==> config.mk <==
export PLATFORM = sky130hd
export DESIGN_NAME = grf_ctx_seq
export DESIGN_NICKNAME = d
export VERILOG_FILES = /design/src/rtl/grf_ctx_seq.sv
export SDC_FILE = /design/constraint.sdc
export NUM_CORES = 1
export LEC_CHECK = 0
export ABC_CLOCK_PERIOD_IN_PS = 4200
export BUFFER_PORTS_ARGS = -buffer_cell sky130_fd_sc_hd__clkbuf_2
export CAP_MARGIN = 20
export CORE_AREA = 2 2 72 74
export DETAILED_ROUTE_END_ITERATION = 8
export DIE_AREA = 0 0 74 76
export PLACE_DENSITY_LB_ADDON = 0.2
export SYNTH_ARGS = -nofsm -noshare
export SYNTH_HDL_FRONTEND = slang
export SYNTH_SLANG_ARGS = --single-unit
==> constraint.sdc <==
create_clock -name i_clk -period 4.2 [get_ports i_clk]
set_input_delay 0.63 -clock i_clk [delete_from_list [all_inputs] [get_ports i_clk]]
set_output_delay 0.63 -clock i_clk [all_outputs]
set_load 0.05 [all_outputs]
==> src/rtl/grf_ctx_seq.sv <==
// grf_ctx_seq: sequences a register-file context save (RF -> stream) or restore (stream -> RF).
// Define GRF_CTX_CHECKSUM_EN to add an XOR checksum trailer word to both directions.
module grf_ctx_seq #(
  parameter int unsigned NREGS = 16
) (
  input  logic        i_clk,
  input  logic        i_rst_b,
  input  logic        i_clk_en,
  input  logic        i_save_req,
  input  logic        i_restore_req,
  output logic        o_busy,
  output logic        o_done,
  output logic [3:0]  o_rf_raddr,
  input  logic [31:0] i_rf_dout,
  output logic [3:0]  o_rf_waddr,
  output logic [3:0]  o_rf_wen,
  output logic        o_rf_cs_b,
  output logic [31:0] o_rf_din,
  output logic [31:0] o_st_data,
  output logic        o_st_valid,
  input  logic        i_st_ready,
  input  logic [31:0] i_ld_data,
  input  logic        i_ld_valid,
  output logic        o_ld_ready
`ifdef GRF_CTX_CHECKSUM_EN
  ,
  output logic [31:0] o_csum,
  output logic        o_csum_err
`endif
);

  typedef enum logic [2:0] {
    StIdle,
    StSave,
    StRestore,
    StDone
`ifdef GRF_CTX_CHECKSUM_EN
    ,
    StCsum
`endif
  } state_e;

`ifdef GRF_CTX_CHECKSUM_EN
  localparam state_e StPost = StCsum;
`else
  localparam state_e StPost = StDone;
`endif

  // idx is one bit wider than the address so NREGS=16 can reach its end count without wrapping
  localparam logic [4:0] IdxEnd  = 5'(NREGS);
  localparam logic [4:0] IdxLast = 5'(NREGS - 1);

  state_e      state_q, state_d;
  logic [4:0]  idx_q;
  logic [31:0] st_data_q;
  logic        st_valid_q;
  logic        start, st_free, save_load, save_exit, ld_fire, ld_last;

  assign start     = i_clk_en && (state_q == StIdle) && (i_save_req || i_restore_req);
  assign st_free   = !st_valid_q || i_st_ready;
  assign save_load = i_clk_en && (state_q == StSave) && st_free && (idx_q < IdxEnd);
  assign save_exit = i_clk_en && (state_q == StSave) && (idx_q == IdxEnd) && st_valid_q &&
                     i_st_ready;
  assign ld_fire   = i_clk_en && (state_q == StRestore) && i_ld_valid;
  assign ld_last   = ld_fire && (idx_q == IdxLast);

  assign o_rf_raddr = idx_q[3:0];
  assign o_st_data  = st_data_q;
  assign o_st_valid = st_valid_q;

`ifdef GRF_CTX_CHECKSUM_EN
  logic        op_save_q;
  logic [31:0] csum_q;
  logic        csum_err_q;
  logic        cs_load, cs_sent, cs_chk;

  assign cs_load    = i_clk_en && (state_q == StCsum) && op_save_q && !st_valid_q;
  assign cs_sent    = i_clk_en && (state_q == StCsum) && op_save_q && st_valid_q && i_st_ready;
  assign cs_chk     = i_clk_en && (state_q == StCsum) && !op_save_q && i_ld_valid;
  assign o_csum     = csum_q;
  assign o_csum_err = csum_err_q;
`endif

  always_ff @(posedge i_clk or negedge i_rst_b) begin
    if (!i_rst_b) begin
      state_q <= StIdle;
    end else begin
      state_q <= state_d;
    end
  end

  always_comb begin
    state_d = state_q;
    case (state_q)
      StIdle:    if (start) state_d = i_save_req ? StSave : StRestore;
      StSave:    if (save_exit) state_d = StPost;
      StRestore: if (ld_last) state_d = StPost;
`ifdef GRF_CTX_CHECKSUM_EN
      StCsum:    if (cs_sent || cs_chk) state_d = StDone;
`endif
      StDone:    if (i_clk_en) state_d = StIdle;
      default:   state_d = StIdle;
    endcase
  end

  always_comb begin
    o_busy     = (state_q != StIdle);
    o_done     = (state_q == StDone);
    o_ld_ready = i_clk_en && (state_q == StRestore);
`ifdef GRF_CTX_CHECKSUM_EN
    if (i_clk_en && (state_q == StCsum) && !op_save_q) o_ld_ready = 1'b1;
`endif
    o_rf_cs_b  = !ld_fire;
    o_rf_wen   = ld_fire ? 4'hF : 4'h0;
    o_rf_waddr = ld_fire ? idx_q[3:0] : 4'h0;
    o_rf_din   = ld_fire ? i_ld_data : 32'h0;
  end

  always_ff @(posedge i_clk or negedge i_rst_b) begin
    if (!i_rst_b) begin
      idx_q      <= '0;
      st_data_q  <= '0;
      st_valid_q <= 1'b0;
`ifdef GRF_CTX_CHECKSUM_EN
      op_save_q  <= 1'b0;
      csum_q     <= '0;
      csum_err_q <= 1'b0;
`endif
    end else begin
      if (start) begin
        idx_q      <= '0;
`ifdef GRF_CTX_CHECKSUM_EN
        op_save_q  <= i_save_req;
        csum_q     <= '0;
        csum_err_q <= 1'b0;
`endif
      end
      if (save_load) begin
        st_data_q  <= i_rf_dout;
        st_valid_q <= 1'b1;
        idx_q      <= idx_q + 5'd1;
`ifdef GRF_CTX_CHECKSUM_EN
        csum_q     <= csum_q ^ i_rf_dout;
`endif
      end else if (save_exit) begin
        st_valid_q <= 1'b0;
      end
      if (ld_fire) begin
        idx_q  <= idx_q + 5'd1;
`ifdef GRF_CTX_CHECKSUM_EN
        csum_q <= csum_q ^ i_ld_data;
`endif
      end
`ifdef GRF_CTX_CHECKSUM_EN
      if (cs_load) begin
        st_data_q  <= csum_q;
        st_valid_q <= 1'b1;
      end else if (cs_sent) begin
        st_valid_q <= 1'b0;
      end
      if (cs_chk) csum_err_q <= (i_ld_data != csum_q);
`endif
    end
  end

endmodule

# After elaboration in Yosys (flattened, before gate mapping)
# Index checks and enable logic that the tools add are counted.
totals:
  regBits: 41
  in_bits: 71
  output_inout_bits: 81
classes:
  n_addsub: 1
  n_lt_le_gt_ge: 1
  eq_ne: 9
  mux: 14
  n_reduce_logical: 20
op_table:
  columns: ["operator", "count"]
  rows:
  - ["$mux W32", 1]
  - ["$mux W5", 3]
  - ["$mux W3", 4]
  - ["$pmux W3 S4", 1]
  - ["$logic_and A1 B1 Y1", 11]
  - ["$mux W4", 2]
  - ["$ne A2 B2 Y1 const B", 4]
  - ["$eq A3 B2 Y1 const B", 2]
  - ["$reduce_bool A3 Y1", 2]
  - ["$add A5 B1 Y5 const B", 1]
  - ["$eq A5 B4 Y1 const B", 1]
  - ["$eq A5 B5 Y1 const B", 1]
  - ["$lt A5 B5 Y1 const B", 1]
  - ["$reduce_and A4 Y1", 1]
  - ["$eq A3 B1 Y1 const B", 1]
  - ["$logic_not A3 Y1", 1]
  - ["$logic_not A1 Y1", 2]
  - ["$logic_or A1 B1 Y1", 2]
  - ["$mux W1", 2]
  - ["$mux W2", 1]
  - ["$reduce_bool A2 Y1", 1]

# Longest topological paths before layout
# Gate-level depths: netlist (run 1).
logic_depth:
  depth_word: 7
  mapped_depth: 7
  mapped_depth_nobuf: 7

# Least setup slack after synthesis (run 1)
# Ideal clock, no wire load.
synth_path:
  path_type: "register -> output"
  from: "register state_q[0]"
  to: "output port o_rf_din[10]"
  arrival_ns: 2.198
  required_ns: 3.570
  setup_slack_ns: 1.372
  path_stages_with_launch: 8
  n_path_buf: 2
  path_cell_list: "dfrtp_1 -> inv_1 -> ha_1 -> nand3_1 -> inv_1 -> clkbuf_1 -> clkbuf_1 -> and2_1"
synth_between:
  elab_chain_cells: 4
synth_lines:
  columns: ["item", "line_no", "source"]
  rows:
  - ["start: declaration", "53", "state_e state_q, state_d;"]
  - ["start signal: assignment", "86", "state_q <= StIdle;"]
  - ["start signal: assignment", "88", "state_q <= state_d;"]
  - ["$eq A3 B2 Y1", "64", "assign ld_fire = i_clk_en && (state_q == StRestore) && i_ld_valid;"]
  - ["$logic_and A1 B1 Y1 (2 in series)", "64", null]
  - ["$mux W32", "116", "o_rf_din = ld_fire ? i_ld_data : 32'h0;"]
  - ["end: declaration", "18", "output logic [31:0] o_rf_din,"]
# Every way passes these cells.

# Worst setup path in the final report (run 1)
layout_path:
  from: "register state_q[0]"
  to: "output port o_rf_din[7]"
# Same word-level chain as after synthesis.

==> flow_summary_export.csv, run 1 <==
group,metric,value,unit
outcome,status,"completed",
timing,whs,0.304,ns
timing,finalSetupViolations,0,
power,pwr-share-clk,10.7,%
timing,slew_violations,0,
clock_network,cts_setup_buffers,0,
timing,timing.slew.headroom,43.1,%
power,powerDensity,828,nW/um^2
global_route,grt_pass1_wl,7640,um
detailed_routing,antenna_left,0,
synthesis,ys_seq_area_share,48.9,%
global_route,grt_pass1_vias,1646,
synthesis,synth_cell_types,27,
critical_path,cp_data_required_time,3.57,ns
synthesis,yosys.area_share.simple,17.3,%
placement,place_hpwl,3630,um
synthesis,yosys_warnings,0,
detailed_routing,dr.pass1.iters,5,
synthesis,ys_async_sr_fraction,100,%
clock_network,htreeDepth,2,
timing,finalHoldViolations,0,
power,p_switching,1300,uW
worst_hold_path,hold_path.class,"input pin to async pin",
clock_network,cts_sinks,40,
synthesis,synth_compound_area_share,4.10,%
critical_path,end_kind,"output port",
critical_path,startpoint_type,"flip-flop",
detailed_routing,drc,0,
floorplan,start_util,41.6,%
layout,final_nets,401,
detailed_routing,vias,1751,
timing,worst_pin_slew,0.852,ns
placement,gp_congestion,0.701,
power,vdd.ir_drop.worst,0.509,mV
job,drv_cap,0,
detailed_routing,vias_per_cell,4.44,
critical_path,critPathKind,"flip-flop to output port",
layout,antenna_cells,0,
clock_network,cts_root_buf,"clkbuf_8",
synthesis,synth-xor-area-share,0.428,%
timing,rsz0062_at_grt,"no",
floorplan,io_pins,152,
layout,seq_area,1000,um^2
detailed_routing,drt_iter0_drc,54,
placement,port_buffers,151,
clock_network,holdBufCountCts,0,
global_route,gr-total-overflow,0,
detailed_routing,wl_per_cell,11.9,um
synthesis,yosysMostFrequentCell,"dfrtp_1",
layout,syn2layout_area_growth,43.1,%
critical_path,worstPathArrival,2.34,ns
timing,finClkSkew,0.00395,ns
layout,multiInputGateArea,925,um^2
synthesis,synth_area_per_cell,11.5,um^2
floorplan,die_y,76,um
clock_network,post_cts_resized,0,
synthesis,synthesis.nets,256,
power,p_leak,0.00162,uW
synthesis,ys.flop_type,"dfrtp_1",
clock_network,cts_buffer_depth,2,
power,seqPwrFrac,28.0,%
synthesis,synth_top_area_cell,"dfrtp_1",
synthesis,synthAdderAreaFrac,4.28,%
detailed_routing,drt-total-wl,4670,um
synthesis,synth_area_leaders,"dfrtp_1 (49%), mux2_2 (18%), and2_1 (11%)",
timing,fmaxAchievable,0.337,GHz
synthesis,ys_ff_latch,40,
power,combPwrFrac,61.3,%
floorplan,rows,26,
layout,nFillCells,443,
clock_network,cts_tree,"built",
synthesis,netlist_area,2050,um^2
power,netSwitchingFraction,53.7,%
synthesis,synthCells,178,
timing,final.period_utilization,70.7,%
global_route,grt_max_degree,42,
power,p_int,1120,uW
synthesis,synthTopCellsByCount,"dfrtp_1 (40), and2_1 (35), mux2_2 (32)",
synthesis,synth_top_area_share,48.9,%
floorplan,die-area,5620,um^2
global_route,antenna_found_initial,0,
global_route,track_usage,17.1,%
critical_path,critPathMaxFanout,41,
floorplan,core-area,4910,um^2
synthesis,synth_edf_count,0,
clock_network,clkLatencyLatePin,0.29,ns
clock_network,clk_pin_slew,0.07,ns
floorplan,fp.dieW,74,um
synthesis,synth_top_family_by_area,"multiplexers",
timing,fin_tns_setup,0,ns
layout,layout-drive-gt1-share,61.1,%
synthesis,synth_mux_area_share,19.1,%
timing,min_period,2.97,ns
clock_network,cts_made_buffers,5,
[path summary, 6_finish.rpt]
path	slack (ns)	depth (start not counted)	end	from
hold reg to reg	0.51	1	o_st_data[24]	o_st_data[24]
setup / recovery	1.23	6	o_rf_din[7]	state_q[0]
setup reg to reg	2.21	6	idx_q[4]	state_q[0]
hold / removal	0.30	1	o_st_data[24]	i_rst_b
max in group asynchronous	3.40	2	o_st_data[10]	i_rst_b
min in group i_clk	0.51	1	o_st_data[24]	o_st_data[24]
[sequential cells by signal, summed over array words and instances, names as in the netlist]
name and cells:
idx_q 5, o_st_data 32, o_st_valid 1, state_q 2
[through the flow]
stage | cell area [um^2] | worst slack [ns] | cells | power [uW] | util (%)
after floorplan | 2050 | 1.37 | 178 | 1870 | -
after global placement | 2810 | 1.46 | 385 | 2160 | 57.1
after detailed placement | 2810 | 1.40 | 385 | 2180 | 57.1
after CTS | 2900 | 1.17 | 393 | 2450 | 59.0
after global routing | 2930 | 0.986 | 394 | 2560 | 59.6
final | 2930 | 1.23 | 394 | 2420 | 59.6
[power by group through the flow]
stage	Sequential, uW	Combinational [uW]	Clock (uW)
after floorplan	1230	633	0
after global placement	681	1480	0
after detailed placement	686	1490	0
after CTS	681	1500	270
after global routing	705	1560	288
final	677	1490	259
[cell usage in the layout, fill, tap and decap left out, types with 2 or more instances in the layout]
cell	Yosys	routed
clkbuf_2	0	151
dfrtp_1	40	40
and2_1	35	35
mux2_2	32	32
inv_1	7	7
nand2_1	7	7
ha_1	7	7
nor2_1	6	6
clkbuf_8	0	6
nor2b_1	4	4
o21ai_0	4	4
nand3_1	3	3
a21oi_1	3	3
a21o_1	2	2
mux2_4	2	2
clkinv_2	0	2
[final cells by class]
| class | instances | area share, % |
|---|---|---|
| Clock inverter | 2 | 0.342 |
| Timing Repair Buffer | 153 | 27.0 |
| Multi-Input combinational cell | 115 | 31.6 |
| Clock buffer | 6 | 2.82 |
| Tap cell | 70 | 2.99 |
| Inverter | 8 | 1.03 |
| Sequential cell | 40 | 34.2 |
[logic make-up (layout without fill, tap and decap cells)]
family	after synthesis	in the layout
AOI/OAI and AO/OA	13	13
xor gates and xnor gates	1	1
adders and majority gates	7	7
buffers and inverters	23	169
DFF	40	40
muxes	34	34
and+or+nand+nor	60	60
[critical path, cell delays in order, from the launching register on]
cell and delay (ns):
dfrtp_1 0.41, inv_1 0.10, ha_1 0.20, nand3_1 0.16, inv_1 0.66, and2_1 0.24
clkbuf_2 0.28
[metal layers]
| metal | track usage, % | share of wire (%) | vias up |
|---|---|---|---|
| met4 | 3.82 | 0.62 | 0 |
| li1 | - | - | 876 |
| met5 | 0 | 0 | - |
| met3 | 5.16 | 7.3 | 4 |
| met2 | 29.0 | 50 | 69 |
| met1 | 21.1 | 42 | 802 |
Note: power is estimated with default switching activity, not from simulation.
==> inputs of run 2 (changes only) <==
Settings changed: ABC_AREA set to 1, ABC_CLOCK_PERIOD_IN_PS 4200 to 2800, CORE_AREA 2 2 72 74 to 2 2 76 78, DIE_AREA 0 0 74 76 to 0 0 78 80.
Clock period 4.2 ns to 2.8 ns, I/O delays scaled along.
==> flow_summary_export.csv, run 2 <==
group,metric,value,unit
power,powerDensity,1110,nW/um^2
synthesis,yosysMostFrequentCell,"nand2_1",
critical_path,cp_common_cell,"inv_1",
synthesis,yosys_warnings,0,
floorplan,rows,27,
layout,antenna_cells,0,
clock_network,holdBufCountCts,0,
floorplan,start_util,41.0,%
layout,largest_reg_flops,32,
global_route,grt_pass1_vias,2215,
clock_network,post_cts_resized,0,
layout,design_area,3020,um^2
timing,timing.slew.headroom,34.1,%
layout,syn2layout_area_growth,36.4,%
clock_network,cts_setup_buffers,0,
timing,finClkSkew,0.00625,ns
synthesis,synth_top_area_share,45.2,%
floorplan,fp.dieW,78,um
global_route,grt_pass1_wl,9420,um
global_route,antenna_found_initial,0,
critical_path,startpoint,"state_q[0]",
clock_network,cts_root_buf,"clkbuf_8",
critical_path,r2r_slack,0.89,ns
layout,final_nets,522,
worst_hold_path,hold_path.class,"input pin to async pin",
critical_path,cp_data_required_time,2.38,ns
layout,fin_util,55.9,%
detailed_routing,drt_iter0_drc,65,
timing,finalHoldViolations,0,
synthesis,synthTopCellsByCount,"nand2_1 (90), inv_1 (50), nor2_1 (41)",
power,vdd.ir_drop.worst,0.561,mV
placement,place_hpwl,4450,um
job,drv_cap,0,
critical_path,critical-path-top-delay-family,"buffers and inverters",
synthesis,ys_seq_area_share,45.2,%
critical_path,cp_cell_sequence,"inv_1, ha_1, nand3_1, buf_4, inv_1, clkbuf_2",
synthesis,synthCells,304,
layout,mostFrequentLayoutCells,"clkbuf_2 (151), nand2_1 (90), inv_1 (50)",
timing,worst_pin_slew,0.988,ns
layout,layout-drive-gt1-share,37.1,%
floorplan,io_pins,152,
detailed_routing,antenna_left,0,
placement,port_buffers,151,
synthesis,ys_async_sr_fraction,100,%
detailed_routing,drt-total-wl,5770,um
synthesis,synth_area_leaders,"dfrtp_1 (45%), nand2_1 (15%), nand3_1 (8.8%)",
timing,rsz0062_at_grt,"no",
critical_path,path_depth,6,
synthesis,synthesis.nets,382,
clock_network,cts_made_buffers,5,
power,power,3350,uW
clock_network,clkLatencyLatePin,0.28,ns
floorplan,core-area,5410,um^2
critical_path,startpoint_type,"flip-flop",
critical_path,end_kind,"output port",
clock_network,clk_pin_slew,0.08,ns
synthesis,netlist_area,2220,um^2
critical_path,slowest_delay,0.40,ns
timing,finalSetupViolations,0,
synthesis,ys.flop_type,"dfrtp_1",
synthesis,ys_ff_latch,40,
timing,fin_tns_setup,0,ns
detailed_routing,dr.pass1.iters,4,
timing,whs,0.285,ns
placement,gp_congestion,0.788,
synthesis,synth_top_area_cell,"dfrtp_1",
timing,fmaxAchievable,0.441,GHz
detailed_routing,drc,0,
clock_network,cts_buffer_depth,2,
timing,slew_violations,0,
detailed_routing,vias_per_cell,4.45,
clock_network,cts_tree,"built",
critical_path,r2r-start,"idx_q[4]",
layout,nFillCells,543,
global_route,track_usage,18.9,%
power,p_leak,0.00198,uW
floorplan,die-area,6240,um^2
placement,dpl_cell_area,2940,um^2
critical_path,reg2regPathDepth,4,
critical_path,path_buf_inv,4,
critical_path,critPathMaxFanout,40,
synthesis,synth_cell_types,19,
critical_path,worstPathArrival,1.85,ns
detailed_routing,wl_per_cell,11.2,um
layout,final_common_cell,"clkbuf_2",
clock_network,cts_sinks,40,
outcome,status,"completed",
clock_network,htreeDepth,2,
critical_path,cp_slowest_cell,"dfrtp_1",
floorplan,die_y,80,um
detailed_routing,vias,2303,
synthesis,synth_area_per_cell,7.29,um^2
critical_path,critPathKind,"flip-flop to output port",
synthesis,synth_edf_count,0,
global_route,grt_max_degree,41,
timing,min_period,2.27,ns
timing,final.period_utilization,81.0,%
global_route,gr-total-overflow,0,
==> run 2: cell families (layout without fill, tap and decap cells) <==
logic type	count (synthesis)	in the layout	share of synthesized area [%]
compound gates	10	10	2.82
xor+xnor	1	1	0.395
fa+ha+maj	7	7	3.95
buf+inv	72	213	15.3
flops	40	40	45.2
simple gates	174	174	32.4
==> run 2: cell type report <==
type | count | area [um^2] | share of cell area (%)
clock buffers | 7 | 76.3 | 2.53
clock inverters | 1 | 8.76 | 0.290
inverters | 51 | 191 | 6.34
multi-input cells | 192 | 876 | 29.0
well taps | 72 | 90.1 | 2.98
repair buffers | 154 | 778 | 25.8
flip-flops and latches | 40 | 1000 | 33.1
==> run 2: per-layer routing <==
layer | vias up | global-route usage [%] | routed length [um]
li1 | 1175 | - | -
met1 | 1016 | 19.5 | 2150
met3 | 5 | 5.20 | 589
met2 | 107 | 36.9 | 2970
met4 | 0 | 5.79 | 58
met5 | - | 0 | 0
==> run 2: power breakdown <==
| part | total [uW] | internal, uW | switching (uW) |
|---|---|---|---|
| Clock | 371 | 178 | 193 |
| Sequential | 988 | 822 | 165 |
| Combinational | 1990 | 438 | 1550 |
| Total | 3350 | 1440 | 1910 |
==> run 2: final timing paths <==
kind | end
min in group i_clk | o_st_data[30]
max reg2reg | idx_q[2]
max in group asynchronous | o_st_data[10]
min | o_st_data[23]
min reg2reg | o_st_data[8]
max | o_rf_wen[2]
==> run 2: through the flow <==
stage	cells	worst slack, ns
2_1_floorplan	304	0.455
3_3_place_gp	509	0.873
3_5_place_dp	509	0.821
4_1_cts	517	0.506
5_1_grt	517	0.342
6_report	517	0.532
